--- src/rtl/multicycle_control_pkg.sv ---
// rtl/multicycle_control_pkg.sv - shared states, opcode/funct and mux encodings
package ctrl_pkg;

   typedef enum logic [3:0] {
      FETCH, DECODE, MEMADDR, MEMREAD, MEMWB, MEMWRITE,
      RTYPE_EX, RTYPE_WB, BRANCH, ADDI_EX, ADDI_WB, JUMP, TRAP
   } state_t;

   localparam logic [5:0] OP_LW   = 6'b100011;
   localparam logic [5:0] OP_SW   = 6'b101011;
   localparam logic [5:0] OP_R    = 6'b000000;
   localparam logic [5:0] OP_BEQ  = 6'b000100;
   localparam logic [5:0] OP_ADDI = 6'b001000;
   localparam logic [5:0] OP_J    = 6'b000010;

   localparam logic [5:0] FN_ADD = 6'b100000;
   localparam logic [5:0] FN_SUB = 6'b100010;
   localparam logic [5:0] FN_AND = 6'b100100;
   localparam logic [5:0] FN_OR  = 6'b100101;
   localparam logic [5:0] FN_SLT = 6'b101010;

   localparam logic [2:0] ALU_AND = 3'd0;
   localparam logic [2:0] ALU_OR  = 3'd1;
   localparam logic [2:0] ALU_ADD = 3'd2;
   localparam logic [2:0] ALU_SUB = 3'd6;
   localparam logic [2:0] ALU_SLT = 3'd7;

   localparam logic [1:0] SRCB_B       = 2'd0;
   localparam logic [1:0] SRCB_FOUR    = 2'd1;
   localparam logic [1:0] SRCB_IMM     = 2'd2;
   localparam logic [1:0] SRCB_IMM_SH2 = 2'd3;

   localparam logic [1:0] PCSRC_ALU    = 2'd0;
   localparam logic [1:0] PCSRC_ALUOUT = 2'd1;
   localparam logic [1:0] PCSRC_JUMP   = 2'd2;

endpackage

--- src/rtl/multicycle_control_if.sv ---
// rtl/multicycle_control_if.sv - controller to datapath/memory signal bundle
interface multicycle_control_if #(
   parameter int INS_W = 32,
   parameter int ALU_W = 5,
   parameter int CNT_W = 32
);
   logic [INS_W-1:0] ins;
   logic             zero;
   logic             memReady;
   logic             pcWrite;
   logic             pcWriteCond;
   logic             iOrD;
   logic             memRead;
   logic             memWrite;
   logic             irWrite;
   logic             regWriteEnable;
   logic             regDst;
   logic             memToReg;
   logic             aluSrcA;
   logic [1:0]       aluSrcB;
   logic [ALU_W-1:0] aluCtl;
   logic [1:0]       pcSource;
   logic             trap;
   logic [CNT_W-1:0] retired;

   modport master (
      input  ins, zero, memReady,
      output pcWrite, pcWriteCond, iOrD, memRead, memWrite, irWrite,
             regWriteEnable, regDst, memToReg, aluSrcA, aluSrcB, aluCtl,
             pcSource, trap, retired
   );

   modport slave (
      output ins, zero, memReady,
      input  pcWrite, pcWriteCond, iOrD, memRead, memWrite, irWrite,
             regWriteEnable, regDst, memToReg, aluSrcA, aluSrcB, aluCtl,
             pcSource, trap, retired
   );
endinterface

--- src/rtl/multicycle_control_alu_decoder.sv ---
// rtl/multicycle_control_alu_decoder.sv - R-type funct to ALU control with illegal flag
module alu_decoder
   import ctrl_pkg::*;
#(
   parameter int ALU_W = 5
) (
   input  logic [5:0]       funct,
   output logic [ALU_W-1:0] aluCtl,
   output logic             illegal
);

   always_comb begin
      aluCtl  = ALU_W'(ALU_ADD);
      illegal = 1'b0;
      case (funct)
         FN_ADD:  aluCtl = ALU_W'(ALU_ADD);
         FN_SUB:  aluCtl = ALU_W'(ALU_SUB);
         FN_AND:  aluCtl = ALU_W'(ALU_AND);
         FN_OR:   aluCtl = ALU_W'(ALU_OR);
         FN_SLT:  aluCtl = ALU_W'(ALU_SLT);
         default: illegal = 1'b1;
      endcase
   end

endmodule

--- src/rtl/multicycle_control.sv ---
// rtl/multicycle_control.sv - multicycle MIPS-subset control FSM with retire counter
module multicycle_control
   import ctrl_pkg::*;
#(
   parameter int INS_W  = 32,
   parameter int ALU_W  = 5,
   parameter int CNT_W  = 32,
   parameter int MEM_HS = 1
) (
   input logic                 clk,
   input logic                 rst_n,
   multicycle_control_if.master bus
);

   state_t           state, state_nx;
   logic             rdy;
   logic             retire;
   logic [5:0]       opcode;
   logic [5:0]       funct;
   logic [ALU_W-1:0] fn_alu;
   logic             fn_illegal;
   logic [CNT_W-1:0] retired_q;
   logic             unused_bits;

   assign opcode      = bus.ins[INS_W-1 -: 6];
   assign funct       = bus.ins[5:0];
   assign rdy         = (MEM_HS != 0) ? bus.memReady : 1'b1;
   assign bus.retired = retired_q;
   // Fields consumed by the datapath only; kept here so every input is accounted for.
   assign unused_bits = ^{bus.zero, bus.ins[INS_W-7:6]};

   alu_decoder #(.ALU_W(ALU_W)) u_alu_dec (
      .funct   (funct),
      .aluCtl  (fn_alu),
      .illegal (fn_illegal)
   );

   always_ff @(posedge clk or negedge rst_n) begin
      if (!rst_n) begin
         state     <= FETCH;
         retired_q <= '0;
      end else begin
         state <= state_nx;
         if (retire)
            retired_q <= retired_q + CNT_W'(1);
      end
   end

   always_comb begin
      state_nx           = state;
      retire             = 1'b0;
      bus.pcWrite        = 1'b0;
      bus.pcWriteCond    = 1'b0;
      bus.iOrD           = 1'b0;
      bus.memRead        = 1'b0;
      bus.memWrite       = 1'b0;
      bus.irWrite        = 1'b0;
      bus.regWriteEnable = 1'b0;
      bus.regDst         = 1'b0;
      bus.memToReg       = 1'b0;
      bus.aluSrcA        = 1'b0;
      bus.aluSrcB        = SRCB_B;
      bus.aluCtl         = ALU_W'(ALU_ADD);
      bus.pcSource       = PCSRC_ALU;
      bus.trap           = 1'b0;
      case (state)
         FETCH: begin
            bus.memRead = 1'b1;
            bus.aluSrcB = SRCB_FOUR;
            // PC and IR load only on the ready cycle so PC+4 happens exactly once.
            if (rdy) begin
               bus.irWrite = 1'b1;
               bus.pcWrite = 1'b1;
               state_nx    = DECODE;
            end
         end
         DECODE: begin
            bus.aluSrcB = SRCB_IMM_SH2;
            case (opcode)
               OP_LW, OP_SW: state_nx = MEMADDR;
               OP_R:         state_nx = RTYPE_EX;
               OP_BEQ:       state_nx = BRANCH;
               OP_ADDI:      state_nx = ADDI_EX;
               OP_J:         state_nx = JUMP;
               default:      state_nx = TRAP;
            endcase
         end
         MEMADDR: begin
            bus.aluSrcA = 1'b1;
            bus.aluSrcB = SRCB_IMM;
            state_nx    = (opcode == OP_SW) ? MEMWRITE : MEMREAD;
         end
         MEMREAD: begin
            bus.memRead = 1'b1;
            bus.iOrD    = 1'b1;
            if (rdy)
               state_nx = MEMWB;
         end
         MEMWB: begin
            bus.regWriteEnable = 1'b1;
            bus.memToReg       = 1'b1;
            retire             = 1'b1;
            state_nx           = FETCH;
         end
         MEMWRITE: begin
            bus.memWrite = 1'b1;
            bus.iOrD     = 1'b1;
            if (rdy) begin
               retire   = 1'b1;
               state_nx = FETCH;
            end
         end
         RTYPE_EX: begin
            bus.aluSrcA = 1'b1;
            bus.aluSrcB = SRCB_B;
            bus.aluCtl  = fn_alu;
            state_nx    = fn_illegal ? TRAP : RTYPE_WB;
         end
         RTYPE_WB: begin
            bus.regWriteEnable = 1'b1;
            bus.regDst         = 1'b1;
            retire             = 1'b1;
            state_nx           = FETCH;
         end
         BRANCH: begin
            bus.aluSrcA     = 1'b1;
            bus.aluSrcB     = SRCB_B;
            bus.aluCtl      = ALU_W'(ALU_SUB);
            bus.pcWriteCond = 1'b1;
            bus.pcSource    = PCSRC_ALUOUT;
            retire          = 1'b1;
            state_nx        = FETCH;
         end
         ADDI_EX: begin
            bus.aluSrcA = 1'b1;
            bus.aluSrcB = SRCB_IMM;
            state_nx    = ADDI_WB;
         end
         ADDI_WB: begin
            bus.regWriteEnable = 1'b1;
            retire             = 1'b1;
            state_nx           = FETCH;
         end
         JUMP: begin
            bus.pcWrite  = 1'b1;
            bus.pcSource = PCSRC_JUMP;
            retire       = 1'b1;
            state_nx     = FETCH;
         end
         TRAP: begin
            bus.trap = 1'b1;
            state_nx = TRAP;
         end
         default: state_nx = FETCH;
      endcase
   end

endmodule

--- src/flat_wrapper.sv ---
// flat-port wrapper written by rule: the top's interface ports become plain ports
module multicycle_control_flat import ctrl_pkg::*;
#(
   parameter int INS_W  = 32,
   parameter int ALU_W  = 5,
   parameter int CNT_W  = 32,
   parameter int MEM_HS = 1
)
  (clk, rst_n, bus_ins, bus_zero, bus_memReady, bus_pcWrite, bus_pcWriteCond, bus_iOrD, bus_memRead, bus_memWrite, bus_irWrite, bus_regWriteEnable, bus_regDst, bus_memToReg, bus_aluSrcA, bus_aluSrcB, bus_aluCtl, bus_pcSource, bus_trap, bus_retired);
  multicycle_control_if #(.INS_W(INS_W), .ALU_W(ALU_W), .CNT_W(CNT_W)) bus_i ();
  input logic clk;
  input logic rst_n;
  input wire logic [$bits(bus_i.ins)-1:0] bus_ins;
  input wire logic [$bits(bus_i.zero)-1:0] bus_zero;
  input wire logic [$bits(bus_i.memReady)-1:0] bus_memReady;
  output wire logic [$bits(bus_i.pcWrite)-1:0] bus_pcWrite;
  output wire logic [$bits(bus_i.pcWriteCond)-1:0] bus_pcWriteCond;
  output wire logic [$bits(bus_i.iOrD)-1:0] bus_iOrD;
  output wire logic [$bits(bus_i.memRead)-1:0] bus_memRead;
  output wire logic [$bits(bus_i.memWrite)-1:0] bus_memWrite;
  output wire logic [$bits(bus_i.irWrite)-1:0] bus_irWrite;
  output wire logic [$bits(bus_i.regWriteEnable)-1:0] bus_regWriteEnable;
  output wire logic [$bits(bus_i.regDst)-1:0] bus_regDst;
  output wire logic [$bits(bus_i.memToReg)-1:0] bus_memToReg;
  output wire logic [$bits(bus_i.aluSrcA)-1:0] bus_aluSrcA;
  output wire logic [$bits(bus_i.aluSrcB)-1:0] bus_aluSrcB;
  output wire logic [$bits(bus_i.aluCtl)-1:0] bus_aluCtl;
  output wire logic [$bits(bus_i.pcSource)-1:0] bus_pcSource;
  output wire logic [$bits(bus_i.trap)-1:0] bus_trap;
  output wire logic [$bits(bus_i.retired)-1:0] bus_retired;
  assign bus_i.ins = bus_ins;
  assign bus_i.zero = bus_zero;
  assign bus_i.memReady = bus_memReady;
  assign bus_pcWrite = bus_i.pcWrite;
  assign bus_pcWriteCond = bus_i.pcWriteCond;
  assign bus_iOrD = bus_i.iOrD;
  assign bus_memRead = bus_i.memRead;
  assign bus_memWrite = bus_i.memWrite;
  assign bus_irWrite = bus_i.irWrite;
  assign bus_regWriteEnable = bus_i.regWriteEnable;
  assign bus_regDst = bus_i.regDst;
  assign bus_memToReg = bus_i.memToReg;
  assign bus_aluSrcA = bus_i.aluSrcA;
  assign bus_aluSrcB = bus_i.aluSrcB;
  assign bus_aluCtl = bus_i.aluCtl;
  assign bus_pcSource = bus_i.pcSource;
  assign bus_trap = bus_i.trap;
  assign bus_retired = bus_i.retired;
  multicycle_control #(.INS_W(INS_W), .ALU_W(ALU_W), .CNT_W(CNT_W), .MEM_HS(MEM_HS)) u_core (.clk(clk), .rst_n(rst_n), .bus(bus_i));
endmodule
--- config.mk ---
export PLATFORM = sky130hd
export DESIGN_NAME = multicycle_control_flat
export DESIGN_NICKNAME = d
export VERILOG_FILES = /design/src/rtl/multicycle_control_pkg.sv /design/src/rtl/multicycle_control_if.sv /design/src/rtl/multicycle_control_alu_decoder.sv /design/src/rtl/multicycle_control.sv /design/src/flat_wrapper.sv
export SDC_FILE = /design/constraint.sdc
export NUM_CORES = 1
export LEC_CHECK = 0
export CAP_MARGIN = 15
export CORE_ASPECT_RATIO = 0.6
export CORE_MARGIN = 2
export CORE_UTILIZATION = 35
export DETAILED_ROUTE_END_ITERATION = 10
export GPL_TIMING_DRIVEN = 0
export PLACE_DENSITY = 0.75
export SETUP_SLACK_MARGIN = 0.15
export SYNTH_ARGS = -nofsm -noshare
export SYNTH_HDL_FRONTEND = slang
export SYNTH_SLANG_ARGS = --single-unit
--- constraint.sdc ---
create_clock -name clk -period 2.15 [get_ports clk]
set_input_delay 0.43 -clock clk [delete_from_list [all_inputs] [get_ports clk]]
set_output_delay 0.43 -clock clk [all_outputs]
set_load 0.05 [all_outputs]
==> results by group <==
Clock network
  – CTS root buf: clkbuf_8
  – Clock Path Buffers: 2
  – H-tree lvl count: 2
  – Worst-Skew Late Latency: approximately 0.28 ns
  – Clock Pin Slew Worst Setup and Hold Paths: roughly 0.070 ns
  – Clk sink count: 36
  – CTS Buf Count: 5
  – CTS tree: yes

STA
  – Final setup margin: ~0.13 ns
  – RSZ-0062 raised after global routing: true
  – Setup_tns: 0 ns
  – Setup violations, final: 0
  – Max Slew Vio Count: 0
  – Final Hold Viols: 0
  – Post-layout min period: a little over 2 ns
  – Layout Skew: 0.00516 ns
  – Worst-margin pin slew: between 0.7 and 0.8 ns
  – Period utilisation layout: between 90 and 100%
  – Max Clk Rate: between 400 and 500 MHz
  – Worst slew margin: approximately 48%

Route
  – DRC viols: 0
  – WL/cell: between 10 and 15 µm
  – Total Routed Length: ~5600 µm
  – TritonRoute pass-1 iters: 4
  – Number of routed nets with antenna violations: 0
  – Initial DRC Count: roughly 170
  – Via density: roughly 5
  – Total number of vias: slightly below 2,000

Flow run
  – Max-cap violations: 0

Critical path
  – Data required, critical path: approximately 1.7 ns
  – Setup CP Type: reg -> out
  – Worst path arrival time: between 1.5 and 2 ns
  – CP startpoint kind: flop
  – CP Capture Type: output pin
  – Crit Path Max Fanout: 7

Finish
  – Final design area excluding fillers: between 0.003 and 0.004 mm²
  – Layout area overhead: 49.3%
  – Nets@finish: roughly 340
  – Diodes inserted: 0
  – Share of cells above drive strength 1: between 20 and 30%

Die
  – Row count: 22
  – IO Pins: 88
  – DIE AREA: around 0.007 mm²
  – Die Y: around 65 µm
  – Core ar.: ~0.0060 mm²
  – Chip Width: 105 µm
  – Starting Density: between 30% and 40%

Yosys
  – Synth warnings: 0
  – Post-synthesis async set-or-reset flop share: 100%
  – Sequential share of the synthesized area: between 40% and 50%
  – Netlist cell types: 53
  – Post-synth top flop: dfrtp_1
  – Flops & latches, synth: 36
  – Mapped cell area: 0.00216 mm²
  – Avg Inst Size Synth: around 9.7 µm²
  – Cells after synthesis: 222
  – Number of synthesized flops with an enable pin: 0

Outcome
  – Status: complete, no violations

Global routing
  – Vias in the first global route: about 1,900
  – Global Route Usage Sum: 17.0%
  – Grt total ovfl: 0
  – First-pass GRT wire length: a little over 9000 µm
  – Initial antenna violation count: 0
  – Pin count of the biggest net entering global routing: 37

Power
  – Lkg Pwr: roughly 1.5 nW
  – Peak VDD IR: about 0.00050 V
  – Design Power: around 3.2 mW
  – Pwr Density: just under 1000 mW/mm²

Min path
  – Hold Crit Class: in -> async

Placement
  – Detail Placement HPWL: roughly 4100 µm
  – GP Congestion: 0.869
  – Port bufs: 64
  – Pre-CTS setup slack: -0.909 ns
  – Cell Area, Placed: 0.00297 mm²
## cell usage in the layout (no fill, tap or decap), drive strengths merged, types with 2 or more instances in the layout
master          n
conb            2
nor2b           3
dlymetal6s2s    9
clkbuf         12
clkdlybuf4s50  24
nor3           18
nand2          18
and4            2
inv             6
mux2i           2
a21oi           5
nor3b           2
buf            32
nand2b          8
nor4            5
and3            3
nand3          18
nand4           7
nor2           18
or2             2
xor2           16
dfrtp          36
o21ai           6
dlygate4sd2    11
xnor2          17
## state kept, by name, indices dropped and copies added (netlist names)
| register | cells |
|---|---|
| u_core.bus.retired | 32 |
| u_core.state | 4 |
## layout make-up
cell class                      count  area [µm²]
Tap cell                           84         105
Sequential cell                    36         905
Inverter                            6        22.5
Clock inverter                      1        7.51
Multi-Input combinational cell    173        1340
Timing Repair Buffer               74         681
Fill cell                         542        2810
Buffer                              8        77.6
Clock buffer                        7        86.3
## per-layer routing
metal  global-route usage, %  vias up  share of wire [%]
li1                        -      947                  -
met1                    24.9      959                 50
met2                    25.9       49                 45
met3                    3.42        5                4.3
met4                    4.00        0               0.70
met5                       0        -                  0
## critical path, stage by stage, from the launching register on
cell and delay [ns]:
dfrtp_2 0.42, buf_8 0.14, nand2b_4 0.15, nor2_4 0.14
nand3_4 0.10, o21bai_1 0.15, buf_4 0.21
## per-stage QoR
| stage | hold slack (ns) | cells | util, % |
|---|---|---|---|
| 2_1_floorplan | 0.134 | 223 | - |
| 3_3_place_gp | 0.472 | 371 | 49.3 |
| 3_5_place_dp | 0.468 | 371 | 49.3 |
| 4_1_cts | 0.246 | 385 | 52.0 |
| 5_1_grt | 0.273 | 389 | 53.4 |
| 6_report | 0.223 | 389 | 53.4 |
## path summary, 6_finish.rpt
kind,from,endpoint,slack [ns],cells after the start
setup / recovery,u_core.state[3],bus_aluCtl[2],0.13,6
hold / removal,rst_n,u_core.bus.retired[14],0.22,1
setup reg to reg,u_core.state[0],u_core.bus.retired[31],0.25,6
hold reg to reg,u_core.bus.retired[31],u_core.bus.retired[31],0.48,1
max in group asynchronous,rst_n,u_core.state[0],1.39,1
min in group clk,u_core.bus.retired[31],u_core.bus.retired[31],0.48,1
## cell usage after synthesis (2+ instances only)
cell type / n / area [µm²]
nand4_1: 4 / 25.0
o21ai_0: 5 / 25.0
nor4_1: 2 / 12.5
and4_1: 2 / 17.5
mux2i_1: 2 / 20.0
nand2b_1: 8 / 50.1
nor2_1: 18 / 67.6
nand4_4: 2 / 42.5
and3_1: 2 / 12.5
nand3_2: 2 / 20.0
xnor2_1: 17 / 149
nand2_1: 18 / 67.6
nor3b_1: 2 / 15.0
xor2_1: 16 / 140
nor3_2: 2 / 20.0
nor4_2: 2 / 25.0
clkbuf_1: 4 / 15.0
buf_4: 3 / 22.5
nand3_1: 16 / 80.1
inv_1: 6 / 22.5
nor3_1: 16 / 80.1
a21oi_1: 4 / 20.0
nor2b_1: 3 / 18.8
dfrtp_1: 36 / 901
or2_2: 2 / 12.5
## power by group
group	total, mW	switching (mW)	internal [mW]
Clock	0.499	0.238	0.260
Sequential	0.890	0.125	0.765
Combinational	1.79	1.13	0.654
Total	3.18	1.50	1.68
## repair_timing
action	4_1_cts	5_1_grt
pin swaps	5	7
hold buffers	0	0
gates resized for setup	132	32
gates cloned	0	0
buffers inserted	6	4
setup endpoints to repair	31	25
## cell families (layout without fill, tap and decap cells)
family	Yosys count	in the layout	synth area share (%)
other	1	2	0.174
adders and majority gates	1	1	0.580
xor gates and xnor gates	33	33	13.4
muxes	3	3	1.45
buffers and inverters	14	96	3.02
and+or+nand+nor	108	108	29.8
DFF	36	36	41.8
AOI/OAI and AO/OA	26	26	9.86
Note: power is estimated with default switching activity, not from simulation.
